--- src/rtl/dffrsnq_bank_init_seq_if.sv ---
// Bus between configuration logic (master) and the dffrsnq bank load sequencer (slave).
// REQ/PAT/MASK : load request with target pattern and per-bit load mask
// Q_I          : bank readback used by the optional verify step
// BUSY/ACK     : sequencer status and one-cycle completion pulse
// CLK_EN       : bank clock enable
// RN_O/SETN_O  : per-bit active-low async reset/set to the bank
// ERR          : sticky verify mismatch flag
interface dffrsnq_bank_init_seq_if #(
  parameter int unsigned WIDTH = 8
);
  logic             REQ;
  logic [WIDTH-1:0] PAT;
  logic [WIDTH-1:0] MASK;
  logic [WIDTH-1:0] Q_I;
  logic             BUSY;
  logic             ACK;
  logic             CLK_EN;
  logic [WIDTH-1:0] RN_O;
  logic [WIDTH-1:0] SETN_O;
  logic             ERR;

  modport master (
    output REQ, PAT, MASK, Q_I,
    input  BUSY, ACK, CLK_EN, RN_O, SETN_O, ERR
  );

  modport slave (
    input  REQ, PAT, MASK, Q_I,
    output BUSY, ACK, CLK_EN, RN_O, SETN_O, ERR
  );
endinterface

--- src/rtl/dffrsnq_bank_init_seq.sv ---
// Loads a bank of async set/reset flops with a pattern by pulsing per-bit RN/SETN,
// holding each pulse PULSE_CYC cycles and keeping the bank clock off for REC_CYC
// cycles after release. RN and SETN are never low together on one bit.
// Ports:
//   CLK : sequencer clock
//   RST : asynchronous reset, active-high (clears the bank, then runs recovery)
//   bus : slave side of dffrsnq_bank_init_seq_if (REQ/PAT/MASK/Q_I in,
//         BUSY/ACK/CLK_EN/RN_O/SETN_O/ERR out); all outputs registered
// Optional feature: define DFFRSNQ_BANK_INIT_SEQ_VERIFY_EN to compare the masked
// readback Q_I against the captured pattern at completion and raise sticky ERR.
module dffrsnq_bank_init_seq #(
  parameter int unsigned WIDTH     = 8,
  parameter int unsigned CNT_W     = 8,
  parameter int unsigned PULSE_CYC = 2,
  parameter int unsigned REC_CYC   = 2
) (
  input  logic                   CLK,
  input  logic                   RST,
  dffrsnq_bank_init_seq_if.slave bus
);

  localparam logic [CNT_W-1:0] PULSE_LD = CNT_W'(PULSE_CYC);
  localparam logic [CNT_W-1:0] REC_LD   = CNT_W'(REC_CYC);
  localparam logic [CNT_W-1:0] CNT_ONE  = CNT_W'(1);

  typedef enum logic [1:0] {IDLE, PULSE, RECOV, DONE} state_t;

  state_t           state, state_d;
  logic [CNT_W-1:0] cnt, cnt_d;
  logic             boot, boot_d;   // recovery started by reset: ends in IDLE without ACK
  logic             hold, hold_d;   // first edge after reset only releases RN
  logic [WIDTH-1:0] pat_cap, pat_d;
  logic [WIDTH-1:0] mask_cap, mask_d;

  logic [WIDTH-1:0] rn_q, rn_d;
  logic [WIDTH-1:0] setn_q, setn_d;
  logic             busy_q, busy_d;
  logic             ack_q, ack_d;
  logic             clk_en_q, clk_en_d;
  logic             err_q, err_d;

  logic             cnt_last;
  logic             mismatch;

  // Down-count stops at 1 so the counter can never wrap.
  assign cnt_last = (cnt <= CNT_ONE);

`ifdef DFFRSNQ_BANK_INIT_SEQ_VERIFY_EN
  assign mismatch = (((bus.Q_I ^ pat_cap) & mask_cap) != '0);
`else
  assign mismatch = 1'b0;
`endif

  // State register and registered outputs.
  always_ff @(posedge CLK or posedge RST) begin
    if (RST) begin
      state    <= RECOV;
      cnt      <= REC_LD;
      boot     <= 1'b1;
      hold     <= 1'b1;
      pat_cap  <= '0;
      mask_cap <= '0;
      rn_q     <= '0;
      setn_q   <= '1;
      busy_q   <= 1'b1;
      ack_q    <= 1'b0;
      clk_en_q <= 1'b0;
      err_q    <= 1'b0;
    end else begin
      state    <= state_d;
      cnt      <= cnt_d;
      boot     <= boot_d;
      hold     <= hold_d;
      pat_cap  <= pat_d;
      mask_cap <= mask_d;
      rn_q     <= rn_d;
      setn_q   <= setn_d;
      busy_q   <= busy_d;
      ack_q    <= ack_d;
      clk_en_q <= clk_en_d;
      err_q    <= err_d;
    end
  end

  // Next-state, counter and capture logic.
  always_comb begin
    state_d = state;
    cnt_d   = cnt;
    boot_d  = boot;
    hold_d  = 1'b0;
    pat_d   = pat_cap;
    mask_d  = mask_cap;
    unique case (state)
      IDLE: begin
        if (bus.REQ) begin
          pat_d  = bus.PAT;
          mask_d = bus.MASK;
          // An empty mask completes in place: nothing to pulse.
          if (bus.MASK != '0) begin
            state_d = PULSE;
            cnt_d   = PULSE_LD;
          end
        end
      end
      PULSE: begin
        if (cnt_last) begin
          state_d = RECOV;
          cnt_d   = REC_LD;
        end else begin
          cnt_d = cnt - CNT_ONE;
        end
      end
      RECOV: begin
        if (!hold) begin
          if (cnt_last) begin
            state_d = boot ? IDLE : DONE;
            boot_d  = 1'b0;
          end else begin
            cnt_d = cnt - CNT_ONE;
          end
        end
      end
      DONE:    state_d = IDLE;
      default: state_d = IDLE;
    endcase
  end

  // Next values of the registered outputs.
  always_comb begin
    rn_d     = '1;
    setn_d   = '1;
    busy_d   = (state_d != IDLE);
    clk_en_d = (state_d == IDLE);
    ack_d    = (state == DONE) || (state == IDLE && bus.REQ && bus.MASK == '0);
    err_d    = err_q;
    // Masked bits get exactly one of RN/SETN low; unmasked bits stay 1/1.
    if (state_d == PULSE) begin
      rn_d   = ~mask_d | pat_d;
      setn_d = ~mask_d | ~pat_d;
    end
    if (state == IDLE && bus.REQ) begin
      err_d = 1'b0;
    end else if (state == DONE && mismatch) begin
      err_d = 1'b1;
    end
  end

  assign bus.RN_O   = rn_q;
  assign bus.SETN_O = setn_q;
  assign bus.BUSY   = busy_q;
  assign bus.ACK    = ack_q;
  assign bus.CLK_EN = clk_en_q;
  assign bus.ERR    = err_q;

endmodule
--- src/flat_wrapper.sv ---
// flat-port wrapper written by rule: the top's interface ports become plain ports
module dffrsnq_bank_init_seq_flat 
#(
  parameter int unsigned WIDTH     = 8,
  parameter int unsigned CNT_W     = 8,
  parameter int unsigned PULSE_CYC = 2,
  parameter int unsigned REC_CYC   = 2
)
  (CLK, RST, bus_REQ, bus_PAT, bus_MASK, bus_Q_I, bus_BUSY, bus_ACK, bus_CLK_EN, bus_RN_O, bus_SETN_O, bus_ERR);
  dffrsnq_bank_init_seq_if #(.WIDTH(WIDTH)) bus_i ();
  input  logic CLK;
  input  logic RST;
  input wire logic [$bits(bus_i.REQ)-1:0] bus_REQ;
  input wire logic [$bits(bus_i.PAT)-1:0] bus_PAT;
  input wire logic [$bits(bus_i.MASK)-1:0] bus_MASK;
  input wire logic [$bits(bus_i.Q_I)-1:0] bus_Q_I;
  output wire logic [$bits(bus_i.BUSY)-1:0] bus_BUSY;
  output wire logic [$bits(bus_i.ACK)-1:0] bus_ACK;
  output wire logic [$bits(bus_i.CLK_EN)-1:0] bus_CLK_EN;
  output wire logic [$bits(bus_i.RN_O)-1:0] bus_RN_O;
  output wire logic [$bits(bus_i.SETN_O)-1:0] bus_SETN_O;
  output wire logic [$bits(bus_i.ERR)-1:0] bus_ERR;
  assign bus_i.REQ = bus_REQ;
  assign bus_i.PAT = bus_PAT;
  assign bus_i.MASK = bus_MASK;
  assign bus_i.Q_I = bus_Q_I;
  assign bus_BUSY = bus_i.BUSY;
  assign bus_ACK = bus_i.ACK;
  assign bus_CLK_EN = bus_i.CLK_EN;
  assign bus_RN_O = bus_i.RN_O;
  assign bus_SETN_O = bus_i.SETN_O;
  assign bus_ERR = bus_i.ERR;
  dffrsnq_bank_init_seq #(.WIDTH(WIDTH), .CNT_W(CNT_W), .PULSE_CYC(PULSE_CYC), .REC_CYC(REC_CYC)) u_core (.CLK(CLK), .RST(RST), .bus(bus_i));
endmodule
--- config.mk ---
export PLATFORM = sky130hd
export DESIGN_NAME = dffrsnq_bank_init_seq_flat
export DESIGN_NICKNAME = d
export VERILOG_FILES = /design/src/rtl/dffrsnq_bank_init_seq_if.sv /design/src/rtl/dffrsnq_bank_init_seq.sv /design/src/flat_wrapper.sv
export SDC_FILE = /design/constraint.sdc
export NUM_CORES = 1
export LEC_CHECK = 0
export ABC_AREA = 0
export CELL_PAD_IN_SITES_DETAIL_PLACEMENT = 2
export CELL_PAD_IN_SITES_GLOBAL_PLACEMENT = 2
export CORE_MARGIN = 2
export CORE_UTILIZATION = 37
export CTS_BUF_LIST = sky130_fd_sc_hd__clkbuf_8
export CTS_CLUSTER_SIZE = 30
export DETAILED_ROUTE_END_ITERATION = 7
export PLACE_DENSITY_LB_ADDON = 0.1
export SKIP_LAST_GASP = 1
export SLEW_MARGIN = 20
export SYNTH_ARGS = -nofsm -noshare
export SYNTH_HDL_FRONTEND = slang
export SYNTH_SLANG_ARGS = --single-unit
--- constraint.sdc ---
create_clock -name CLK -period 3.45 [get_ports CLK]
set_clock_uncertainty 0.05 [all_clocks]
set_input_delay 0.5175 -clock CLK [delete_from_list [all_inputs] [get_ports CLK]]
set_output_delay 0.5175 -clock CLK [all_outputs]
set_load 0.005 [all_outputs]
Yosys cells after proc, flatten, opt, wreduce, memory -nomap -nowiden
Index checks and enable logic that the tools add are counted.
{ "word_totals": {"word_cells": 56, "in_bits": 27, "mem_bits_rw": 0, "ff_bits": 47, "latch_bits": 0, "n_memories": 0, "mem_bits_ro": 0} }
{ "classes": {"mul": 0, "n_lt_le_gt_ge": 1, "bitwise": 5, "n_div": 0, "eq_ne": 8, "shift": 0, "add_sub_neg": 1, "n_reduce_logical": 11, "mux": 19} }
{ "op_table": {"columns": ["op", "n"], "rows": [
  ["2-to-1 mux 8 bit", 11],
  ["case mux 8 bit (3 select lines)", 1],
  ["inverter 8 bit", 2],
  ["bitwise OR 8 bit", 2],
  ["2-to-1 mux 2 bit", 6],
  ["less-or-equal comparator 8 x 1 -> 1 bit (second input constant)", 1],
  ["zero test 8 bit", 1],
  ["case mux 2 bit (4 select lines)", 1],
  ["nonzero test 8 bit", 1],
  ["subtractor 8 x 1 -> 8 bit (second input constant)", 1],
  ["inequality test 2 bit (second input constant)", 3],
  ["AND reduction 5 bit", 1],
  ["equality test 2 x 1 -> 1 bit (second input constant)", 2],
  ["equality test 2 bit (second input constant)", 2],
  ["zero test 2 bit", 2],
  ["AND reduction 3 bit", 1],
  ["nonzero test 3 bit", 1],
  ["logical AND 1 bit", 2],
  ["inequality test 2 x 1 -> 1 bit (second input constant)", 1],
  ["nonzero test 2 bit", 1],
  ["logical OR 1 bit", 1],
  ["inverter 1 bit", 1]
]} }

Logic depth before layout (Yosys ltp)
{ "logic_depth": {"depth_word": 6, "ltp_mapped": 8, "ltp_nobuf": 7} }

Least setup slack after synthesis
OpenSTA, ideal clock, no wires.
{ "synth_path": {"kind": "register to register", "from": "register u_core.cnt[1]", "to": "register u_core.cnt[0]", "synth_period_minus_slack_ps": 2140, "required_time_ps": 3275, "path_stages_with_launch": 8, "path_buffers": 1, "arrival_time_ps": 1965, "path_slack_ps": 1310, "path_cell_list": "dfstp_2 -> inv_1 -> ha_1 -> or2_2 -> a31o_2 -> a221o_1 -> buf_2 -> mux2_2"} }
{ "synth_between": {"elab_chain_cells": 3} }
{ "synth_rtl": {"columns": ["element", "line_no", "text"], "rows": [
  ["from (decl)", "dffrsnq_bank_init_seq.sv:29", "logic [CNT_W-1:0] cnt, cnt_d;"],
  ["from (signal assigned)", "dffrsnq_bank_init_seq.sv:71", "cnt <= cnt_d;"],
  ["less-or-equal comparator 8 x 1 -> 1 bit (*)", "dffrsnq_bank_init_seq.sv:46", "assign cnt_last = (cnt <= CNT_ONE);"],
  ["inequality test 2 bit (no source line) or 2-to-1 mux 8 bit (tied branches)", null, null],
  ["AND reduction 5 bit (no source line) or case mux 8 bit (3 select lines) (tied branches)", null, null]
]} }
Every way passes the cells marked *; elsewhere a longest branch is shown, timed or not.
A chain may end at the register's enable or synchronous reset.

Final worst setup path
{ "layout_path": {"from": "register u_core.state[0]", "to": "register u_core.cnt[5]"} }
{ "layout_between": {"elab_chain_cells": 3} }
{ "layout_rtl": {"columns": ["element", "line_no", "text"], "rows": [
  ["from (decl)", "dffrsnq_bank_init_seq.sv:28", "state_t state, state_d;"],
  ["from (signal assigned)", "dffrsnq_bank_init_seq.sv:70", "state <= state_d;"],
  ["equality test 2 bit, or another cell as far along", "dffrsnq_bank_init_seq.sv:93", "unique case (state)"],
  ["inequality test 2 bit (no source line), or another cell as far along", null, null],
  ["AND reduction 5 bit (no source line)", null, null]
]} }
Several ways; a longest one is shown, not always the timed one.

==> impl_metrics.ini <==
[outcome]
status = completed

[detailed_routing]
wl_met3_um = 211
first_pass_iters = 5
route.layer.met1.wl_mm = 2.43
drtIter0Drc = 45
drt-wirelength-per-cell_um = 18.8
antenna_left = 0
wl_met2_mm = 3.18
drcViolationCount = 0
drt-vias-per-instance = 5.21
dr_total_vias = 1626
postRouteWirelength_mm = 5.87
highest_layer = met4

[floorplanning]
io_pins = 47
rows = 28
die-area_mm2 = 0.00681
initial_core_util_pct = 38.3
core-area_mm2 = 0.00596
die_w_um = 82.5
die_h_um = 82.5

[timing]
setup_viol = 0
relSlewSlack_pct = 37.9
rsz0062_at_grt = no
min_period_ps = 2590
worst_slack_ps = 862
period_share_pct = 75.0
maxSlewViolCount = 0
hold_viol = 0
tightestPinTransition_ps = 926
fin_tns_setup_ps = 0
max_freq_mhz = 386

[clock_network]
cts_sinks = 47
post-cts-setup-buffers = 0
clk_latency_ps = 310
root_buffer = clkbuf_8
cts_buffer_depth = 2
cts_buffers = 5
cts.clk_slew.worst_paths_ps = 90
postCtsHoldBufs = 0
cts_htree_levels = 2
cts_tree = yes
ctsResizeCount = 0

[global_routing]
track_usage_pct = 19.2
grt_pass1_wl_mm = 9.56
grt_max_degree = 27
antenna_found_initial = 0
grt_pass1_vias = 1911
grt-ovfl-total = 0

[placement]
place_ws_ps = 833
dpl_cell_area_mm2 = 0.00271
portBuffers = 37
gp_congestion = 0.772
dp_hpwl_mm = 4.25

[yosys]
synth_ff_type = dfrtp_1
synth_adder_area_share_pct = 3.84
ys_types = 45
synthCells = 195
synthArstFlopShare_pct = 100
synth_mux_area_share_pct = 9.27
synth_compound_area_share_pct = 9.05
synthXorXnorAreaFrac_pct = 0
synthTopCellsByArea = dfrtp_1 37%, dfstp_2 15%, mux2i_1 4.8%
synth_simple_gate_area_share_pct = 20.6
synth-edff-count = 0
ys.warnings.count = 0
seq_area_frac_synth_pct = 52.2
synth_common_cells = 34 x dfrtp_1, 16 x inv_1, 16 x nor2_1
syn_area_per_cell_um2 = 11.7
synth_most_common_cell = dfrtp_1
netlist.area_leader.share_pct = 37.3
yosysTopAreaCell = dfrtp_1
syn_area_mm2 = 0.00228
synth_top_family_by_area = simple AND/OR/NAND/NOR gates
ys_seq_elements = 47

[worst_setup_path]
worst-endpoint-arrival_ps = 2770
cpPeakStageDelay_ps = 770
crit_fanout = 10
endpoint_kind = flip-flop
crit_path_cell_trace = inv_1 -> ha_1 -> nor2b_1 -> o21ai_0 -> a2111oi_2 -> nand3_1 -> mux2i_1
critPathSlowestCell = a2111oi_2
rr_worst_depth = 7
worstPathRequired_ps = 3630
critPathLaunchType = flip-flop
worstSetupPathType = flip-flop to flip-flop

[pwr]
cellLeakagePower_nw = 1.28
p_switching_mw = 0.215
power.density_mw_per_mm2 = 362
pwr-share-comb_pct = 3.9
intPower_mw = 0.812
pwr-share-clk_pct = 42.2
pwr-share-seq_pct = 53.9
ir_drop_mv = 0.195
switching_share_pct = 20.9

[hold_path]
whs_path_depth = 1
hp-class = flip-flop to flip-flop

[cells_and_area]
diodes = 0
syn_to_final_growth_pct = 24.2
drive_gt1_share_pct = 24.5
final_area_mm2 = 0.00284
fin_nets = 270

[run]
max_cap_viol_count = 0
[cell type report]
class	count	area, um2
clock buffers	6	82.6
clock inverters	2	38.8
fillers	632	3120
inverters	16	60.1
multi-input cells	127	982
flip-flops and latches	47	1190
well taps	75	93.8
repair buffers	39	385
[cell usage in the layout, fill, tap and decap left out, drive strengths merged, types with 3 or more instances in the layout]
master         count
a21oi              7
nor3               4
inv               16
nor2              16
dfrtp             34
nand2             13
dfstp             13
nand4              8
mux2i             11
clkdlybuf4s50     37
nand3             18
a31oi              3
o21ai              4
mux2               9
ha                 7
clkbuf             6
or3                3
[registers in the layout, summed over array words and instances, names as in the netlist]
| register | cells |
|---|---|
| u_core.bus.SETN_O | 8 |
| u_core.mask_cap | 8 |
| u_core.state | 2 |
| u_core.bus.RN_O | 8 |
| u_core.bus.ACK | 1 |
| u_core.hold | 1 |
| u_core.cnt | 8 |
| u_core.bus.CLK_EN | 1 |
| u_core.boot | 1 |
| u_core.pat_cap | 8 |
| u_core.bus.BUSY | 1 |
[power groups by stage]
stage / combinational [mW] / clock, mW / sequential, mW
global route: 0.0444 / 0.474 / 0.554
CTS: 0.0414 / 0.448 / 0.554
floorplan: 0.0138 / 0 / 0.563
global placement: 0.0399 / 0 / 0.564
finish: 0.0402 / 0.434 / 0.554
detailed placement: 0.0410 / 0 / 0.564
[critical path: cells and delay by family (launching register included)]
family                     cells  cell delay [ps]
AOI/OAI and AO/OA              2              900
adders and majority gates      1              380
buffers and inverters          1              160
DFF                            1              470
muxes                          1              170
and+or+nand+nor                2              380
[layer usage]
layer  vias to the layer above  global-route usage, %
li1                        762                      -
met2                        32                   35.0
met5                         -                      0
met3                         5                   4.13
met1                       827                   23.0
met4                         0                   4.92
[stage by stage]
| stage | util (%) | hold WS, ps | instances | power, mW |
|---|---|---|---|---|
| 6_report | 47.6 | 439 | 312 | 1.03 |
| 5_1_grt | 47.6 | 459 | 312 | 1.07 |
| 4_1_cts | 47.6 | 445 | 312 | 1.04 |
| 3_5_place_dp | 45.6 | 432 | 304 | 0.605 |
| 3_3_place_gp | 45.6 | 424 | 304 | 0.604 |
| 2_1_floorplan | - | 414 | 196 | 0.577 |
[kinds of logic (layout without fill, tap and decap cells)]
family                     after synthesis  count (layout)
and+or+nand+nor                         74              74
DFF                                     47              47
AOI/OAI and AO/OA                       24              24
buffers and inverters                   22              63
muxes                                   20              20
adders and majority gates                7               7
other                                    1               2
[path summary, 6_finish.rpt]
| path | start | endpoint | slack (ps) |
|---|---|---|---|
| max in group asynchronous | RST | u_core.hold | 2000 |
| setup / recovery | u_core.state[0] | u_core.cnt[5] | 860 |
| setup reg to reg | u_core.state[0] | u_core.cnt[5] | 860 |
| hold reg to reg | u_core.boot | u_core.boot | 440 |
| hold / removal | u_core.boot | u_core.boot | 440 |
| min in group asynchronous | RST | u_core.pat_cap[3] | 550 |
No activity file was read; power rests on OpenSTA's default activity.
